===== src/rtl/regfile_bus_ctrl.sv =====
// Register-file side of the nibble bus: fetches a register index, drives that
// register toward the ALU core, and writes the core's result and carry back.
module regfile_bus_ctrl #(
  parameter int DW   = 4,
  parameter int AW   = 4,
  parameter int HOLD = 2
) (
  input  logic          clk,
  input  logic          rst_n,
  input  logic [3:0]    bus_req,
  input  logic [DW-1:0] bus_in,
  input  logic          core_done,
  input  logic          core_carry,
  output logic [DW-1:0] bus_out,
  output logic          bus_oe,
  output logic          core_oe_n,
  input  logic [AW-1:0] instr_data,
  input  logic          instr_valid,
  output logic          instr_ready,
  output logic          carry_flag,
  input  logic [AW-1:0] dbg_addr,
  output logic [DW-1:0] dbg_data
);

  localparam int NREG = 1 << AW;
  localparam int CW   = $clog2(HOLD + 1);
  localparam logic [3:0] REQ_FETCH = 4'b0011;
  localparam logic [3:0] REQ_READ  = 4'b0001;

  typedef enum logic [1:0] {
    S_IDLE  = 2'd0,
    S_FETCH = 2'd1,
    S_READ  = 2'd2,
    S_WB    = 2'd3
  } state_t;

  state_t        r_state;
  state_t        w_next;
  logic [DW-1:0] r_regs [NREG];
  logic [AW-1:0] r_idx;
  logic [3:0]    r_req_q;
  logic          r_done_q;
  logic [CW-1:0] r_cnt;
  logic          w_new_req;
  logic          w_done_rise;
  logic          w_hold_done;

  // Requests act only on a change of code; completion acts only on a 0->1 edge.
  assign w_new_req   = (bus_req != r_req_q);
  assign w_done_rise = core_done & ~r_done_q;
  assign w_hold_done = (r_cnt == CW'(HOLD));
  assign dbg_data    = r_regs[dbg_addr];

  // State register
  always_ff @(posedge clk or negedge rst_n) begin
    if (!rst_n) begin
      r_state <= S_IDLE;
    end else begin
      r_state <= w_next;
    end
  end

  // Next-state logic; in IDLE writeback beats read beats fetch, losers are dropped
  always_comb begin
    w_next = r_state;
    case (r_state)
      S_IDLE: begin
        if (w_done_rise) begin
          w_next = S_WB;
        end else if (w_new_req && (bus_req == REQ_READ)) begin
          w_next = S_READ;
        end else if (w_new_req && (bus_req == REQ_FETCH)) begin
          w_next = S_FETCH;
        end else begin
          w_next = S_IDLE;
        end
      end
      S_FETCH: begin
        if (instr_valid) begin
          w_next = S_IDLE;
        end else begin
          w_next = S_FETCH;
        end
      end
      S_READ: begin
        if (w_hold_done) begin
          w_next = S_IDLE;
        end else begin
          w_next = S_READ;
        end
      end
      S_WB:    w_next = S_IDLE;
      default: w_next = S_IDLE;
    endcase
  end

  // Fetch handshake is offered for as long as the FSM sits in FETCH
  always_comb begin
    if (r_state == S_FETCH) begin
      instr_ready = 1'b1;
    end else begin
      instr_ready = 1'b0;
    end
  end

  // Datapath: edge history, index capture, read window and writeback
  always_ff @(posedge clk or negedge rst_n) begin
    if (!rst_n) begin
      for (int i = 0; i < NREG; i++) begin
        r_regs[i] <= '0;
      end
      r_idx      <= '0;
      r_req_q    <= 4'b0000;
      r_done_q   <= 1'b0;
      r_cnt      <= '0;
      bus_out    <= '0;
      bus_oe     <= 1'b0;
      core_oe_n  <= 1'b1;
      carry_flag <= 1'b0;
    end else begin
      r_req_q  <= bus_req;
      r_done_q <= core_done;
      case (r_state)
        S_FETCH: begin
          if (instr_valid) begin
            r_idx <= instr_data;
          end
        end
        S_READ: begin
          // bus_out keeps the last value after the window so the core can still latch it
          if (w_hold_done) begin
            bus_oe    <= 1'b0;
            core_oe_n <= 1'b0;
            r_cnt     <= '0;
          end else begin
            bus_oe <= 1'b1;
            r_cnt  <= r_cnt + CW'(1);
            if (r_cnt == '0) begin
              bus_out <= r_regs[r_idx];
            end
          end
        end
        S_WB: begin
          r_regs[r_idx] <= bus_in;
          carry_flag    <= core_carry;
          core_oe_n     <= 1'b1;
        end
        default: begin
        end
      endcase
    end
  end

endmodule


===== config.mk =====
export PLATFORM = sky130hd
export DESIGN_NAME = regfile_bus_ctrl
export DESIGN_NICKNAME = d
export VERILOG_FILES = /design/src/rtl/regfile_bus_ctrl.sv
export SDC_FILE = /design/constraint.sdc
export NUM_CORES = 1
export LEC_CHECK = 0
export CORE_MARGIN = 1.5
export CORE_UTILIZATION = 51
export CTS_CLUSTER_DIAMETER = 120
export DETAILED_ROUTE_END_ITERATION = 6
export HOLD_SLACK_MARGIN = 0.02
export PLACE_DENSITY = 0.85
export SYNTH_ARGS = -nofsm -noshare
export SYNTH_HDL_FRONTEND = slang
export SYNTH_SLANG_ARGS = --single-unit

===== constraint.sdc =====
create_clock -name clk -period 1.8 [get_ports clk]
set_input_delay 0.27 -clock clk [delete_from_list [all_inputs] [get_ports clk]]
set_output_delay 0.27 -clock clk [all_outputs]
set_load 0.01 [all_outputs]

Yosys cells after proc, flatten, opt, wreduce, memory -nomap -nowiden. Cells that the tools add are included. Widths: inputs -> output; s select.

Register bits after elaboration: 84. Output and inout bits: 12.

Add/subtract/negate cells: 1. Order comparisons: 3. Equality and inequality tests: 8. Multiplexer cells: 20. Bitwise logic cells: 5. Reduce and logical (&&, ||, !) cells: 9.

Operator list (count): $bwmux 64 (1); $bmux 4 s4 (2); $mux 4 (5); $demux 4 s4 (1); $ge 5x5->1 const B (2); $not 4->5 (2); $mux 2 (4); $pmux 2 s4 (1); $eq 2x2->1 const B (3); $lt 5x1->1 const B (1); $mux 1 (5); $eq 4x1->1 const B (1); $eq 4x2->1 const B (1); $logic_not 2->1 (2); $ne 4x4->1 (1); $reduce_and 2->1 (2); $logic_and 1x1->1 (3); $reduce_and 3->1 (1); $add 2x1->2 const B (1); $eq 2x1->1 const B (1); $ne 2x2->1 const B (1); $not 1->1 (2); $pmux 1 s2 (1); $reduce_bool 2->1 (1); $and 1x1->1 (1).

Longest topological paths before layout. Gate-level depths: netlist of run 1.

Word-level depth: 6. Depth in mapped cells: 7. Gate-level depth less buffers: 4.

Least setup slack after synthesis of run 1. Ideal clock, no wire load.

Path kind: input-to-output. From: input port dbg_addr[1]. To: output port dbg_data[0]. Arrival time: 1.707 ns. Slack: -0.177 ns. Stages on the path: 4. Buffers on the path: 2. Path through: clkbuf_1 -> buf_1 -> mux4_2 -> mux4_2.

Longest elaborated chain between the ends: 4.

Ends and longest elaborated chain: start, declared (RTL line 21) `input logic [AW-1:0] dbg_addr,`; $not 4->5 (implied by the code) (RTL line 52) `assign dbg_data = r_regs[dbg_addr];`; $bmux 4 s4 (RTL line 52); $mux 4 (implied by the code) (2 in a row) (RTL line 52); end, declared (RTL line 22) `output logic [DW-1:0] dbg_data`.

No other way between the ends. The select of a mux whose other input is x is not followed.

Final worst setup path of run 1.
From: register r_regs[50] (netlist bit). To: output port dbg_data[2].

Longest elaborated chain between the ends: 3.

Ends and longest elaborated chain: start, declared (RTL line 39) `logic [DW-1:0] r_regs [NREG];`; start signal, assigned by index (RTL line 144) `r_regs[r_idx] <= bus_in;`; $bmux 4 s4 (RTL line 52); $mux 4 (implied by the code) (2 in a row) (RTL line 52).

No other way between the ends. The select of a mux whose other input is x is not followed.

==> impl_summary.log, run 1 <==
[metrics] critical path endpoint category: output pin
[metrics] final routed DRC violation total: 0
[metrics] number of cell instances on the worst register-to-register path: 4
[metrics] total iterations of the first detailed-routing run: 5
[metrics] transition at the pin with the smallest max-transition slack: 0.613 ns
[metrics] post-synth cell types: 33
[metrics] total global routing track utilization: 27.0%
[metrics] TritonCTS clock tree: built
[metrics] die extent in y: between 90 and 100 um
[metrics] Synth-to-Final Area Change: 26.9%
[metrics] setup clock skew after layout: between 0.01 and 0.015 ns
[metrics] Critical Path AT: 1.90 ns
[metrics] Placer Congestion: 0.898
[metrics] clock sink count: 84
[metrics] class of the tightest hold or removal check: input port to asynchronous set/reset pin
[metrics] placement row count: 33
[metrics] total of flip-flops plus latches after synthesis: 84
[metrics] final setup TNS: -1.46 ns
[metrics] CP Launch Type: flop
[metrics] required time of the critical path: 1.53 ns
[metrics] routed vias/inst: between 6 and 7
[metrics] area taken by flip-flops and latches: 2100 sq um
[metrics] Synth Warn #: 0
[metrics] antenna diode instance count: 0
[metrics] post-route worst setup slack: -0.371 ns
[metrics] cts bufs inserted: 9
[metrics] count of routing violations after the opening detailed-route iteration: approximately 310
[metrics] worst setup path category: flop to output pin
[metrics] fill cell count: approximately 550
[metrics] number of setup violations in the final report: 4
[metrics] number of synthesized flops with an enable pin: 0
[metrics] first-pass GRT wire length: 17.3 mm
[metrics] insertion delay of the later-clocked pin in the worst-skew pair: 0.36 ns
[metrics] Mean Syn Cell Area: 13.8 sq um
[metrics] Achievable Freq: approximately 460 MHz
[metrics] H-Tree Depth: 3
[metrics] number of antenna violations at the first check in global routing: 0
[metrics] Core Footprint: 8130 sq um
[metrics] Reg clk slew, reported paths: about 0.08 ns
[metrics] utilization after layout: 66.2%
[metrics] overall power of the completed layout: 0.00836 W
[metrics] worst slew margin relative to its limit: 59.0%
[metrics] unrepaired setup endpoints after global routing: true
[metrics] CTS root buffer: clkbuf_8
[metrics] Die Footprint: 8880 sq um
[metrics] Final Max Slew Viols: 0
[metrics] Nets: 418
[metrics] final count of hold timing violations: 0
[metrics] ratio of final minimum period to clock period: 121%
[metrics] number of vias after detailed routing: between 3k and 4k
[metrics] footprint of the multi-input gates: 2070 sq um
[metrics] number of global-route vias before repair: 3210
[metrics] total of buffers placed on input and output ports: 32
[metrics] sum of overflow across all layers after global routing: 0
[metrics] Boundary Pins: 33
[metrics] maximum vdd ir drop: 0.000687 V
[metrics] share of synthesized area occupied by flip-flops and latches: 49.6%
[metrics] fraction of registers with async set/reset: 100%
[metrics] endpoint of the worst register-to-register path: r_regs[8]
[metrics] status: complete, but fails checks
[metrics] worst reg2reg setup slack: roughly 0.040 ns
[metrics] number of nets with antenna violations after detailed routing: 0
[metrics] starting utilization of the core area: 52.2%
[metrics] critical-path maximum fanout: 2
[metrics] Mapped Cells: between 300 and 400
[metrics] die width: around 94 um
[metrics] Netlist Area Pre-Place: 4240 sq um
[metrics] largest net degree at the start of global routing: 39
[metrics] final wirelength: 11.5 mm
[metrics] wire length per cell after detailed routing: 22.6 um
[metrics] RR Startpoint: r_idx[0]
[metrics] commonest register cell after synthesis: dfrtp_1
[metrics] Max clock buf depth: 2
[metrics] violations in the final reports: negative setup slack
[metrics] Leakage Power: between 2 and 2.5 nW
[metrics] placement-stage worst setup slack: -0.944 ns
[metrics] commonest cells after routing, fill and taps aside: dfrtp_1 (83), mux2_2 (66), buf_4 (60)
[metrics] timing endpoint of the critical path: dbg_data[2]
[metrics] Post-DP HPWL: between 7 and 8 mm
[metrics] power per standard cell area: 1550 nW/um^2
[metrics] Period minus WS final: 2.17 ns
[metrics] nets in the synthesized netlist: 328
[metrics] share of final-layout standard cells stronger than drive strength 1: 45.8%
[metrics] # Max-Cap Violations: 0
[metrics] leading cell type in the layout, fill and taps excluded: dfrtp_1
[metrics] source of the critical timing path: r_regs[50]
power breakdown:
group	leakage (nW)	switching, W	total (W)	internal (W)
combinational	1.30	0.00161	0.00380	0.00219
clock	0.0872	0.000629	0.00116	0.000534
sequential	1.07	0.000753	0.00340	0.00265
layer usage:
layer	vias up	GRT usage (%)	share of wire [%]
li1	1338	-	-
met1	1606	35.2	38
met2	203	43.1	49
met3	59	6.47	9.0
met4	0	11.7	4.6
met5	-	0	0
critical path, stage by stage, from the launching register on:
cell and delay [ns]:
dfrtp_1 0.43, mux4_2 0.50, mux4_2 0.48, buf_6 0.14
stage by stage:
| stage | hold WS, ns | std cells | instance area (sq um) |
|---|---|---|---|
| 6_report | 0.357 | 507 | 5380 |
| 5_1_grt | 0.371 | 507 | 5380 |
| 4_1_cts | 0.369 | 505 | 5340 |
| 3_5_place_dp | 0.197 | 478 | 5050 |
| 3_3_place_gp | 0.191 | 478 | 5050 |
| 2_1_floorplan | -0.0256 | 307 | 4260 |
cells in the mapped netlist (2+ instances only):
cell type / n / area share [%]
o21ai_0: 2 / 0.24
nor2_1: 14 / 1.2
mux4_2: 23 / 12
buf_2: 6 / 0.71
clkbuf_1: 8 / 0.71
nand3_1: 3 / 0.35
buf_1: 3 / 0.27
nand4b_1: 2 / 0.41
a32oi_1: 3 / 0.62
mux2i_1: 26 / 6.1
buf_4: 2 / 0.35
a22oi_1: 12 / 2.1
nand4_1: 2 / 0.29
mux2_2: 69 / 18
nand2_1: 18 / 1.6
nor2b_1: 5 / 0.74
nand2b_1: 6 / 0.88
nor3_1: 3 / 0.35
inv_1: 2 / 0.18
o211ai_1: 3 / 0.53
dfrtp_1: 83 / 49
sequential cells by signal (all words and copies together), names as in the netlist:
signal      flops
r_cnt           2
r_done_q        1
r_req_q         4
bus_oe          1
core_oe_n       1
r_state         2
r_idx           4
bus_out         4
r_regs         64
carry_flag      1
area by class of cell:
type / instances / share of cell area (%)
clock buffers: 13 / 2.77
inverters: 2 / 0.139
well taps: 105 / 2.44
multi-input cells: 201 / 38.4
flip-flops and latches: 84 / 39.1
clock inverters: 3 / 0.279
repair buffers: 99 / 16.9
kinds of logic (layout without fill, tap and decap cells):
logic type / Yosys count / count (layout) / synth area share [%]
buf+inv: 22 / 117 / 2.48
simple gates: 57 / 57 / 6.58
flops: 84 / 84 / 49.6
xor+xnor: 1 / 1 / 0.206
mux: 118 / 118 / 36.7
compound gates: 25 / 25 / 4.51
what timing repair did:
action                                 in CTS  in global routing
endpoints found under the hold margin      22                  0
setup endpoints to repair                   5                 16
pin swaps                                   0                  2
setup buffers                               9                  2
resized for setup                          24                 11
hold buffers                                1                  0
gates cloned                                1                  0
worst min path at each step:
stage,from,to,slack (ns),depth (start not counted)
2_1_floorplan,rst_n,bus_oe,-0.03,0
3_3_place_gp,rst_n,r_regs[61],0.19,1
3_5_place_dp,rst_n,r_regs[61],0.20,1
4_1_cts,rst_n,r_regs[61],0.37,2
5_1_grt,core_done,r_done_q,0.37,1
6_report,rst_n,r_regs[61],0.36,2
Note: power is estimated with default switching activity, not from simulation.
==> run 2: changes to the inputs <==
HOLD_SLACK_MARGIN = 0.03   (was 0.02)
==> results of run 2 <==
The final DEF is identical to that of run 1; final timing and power are the same.
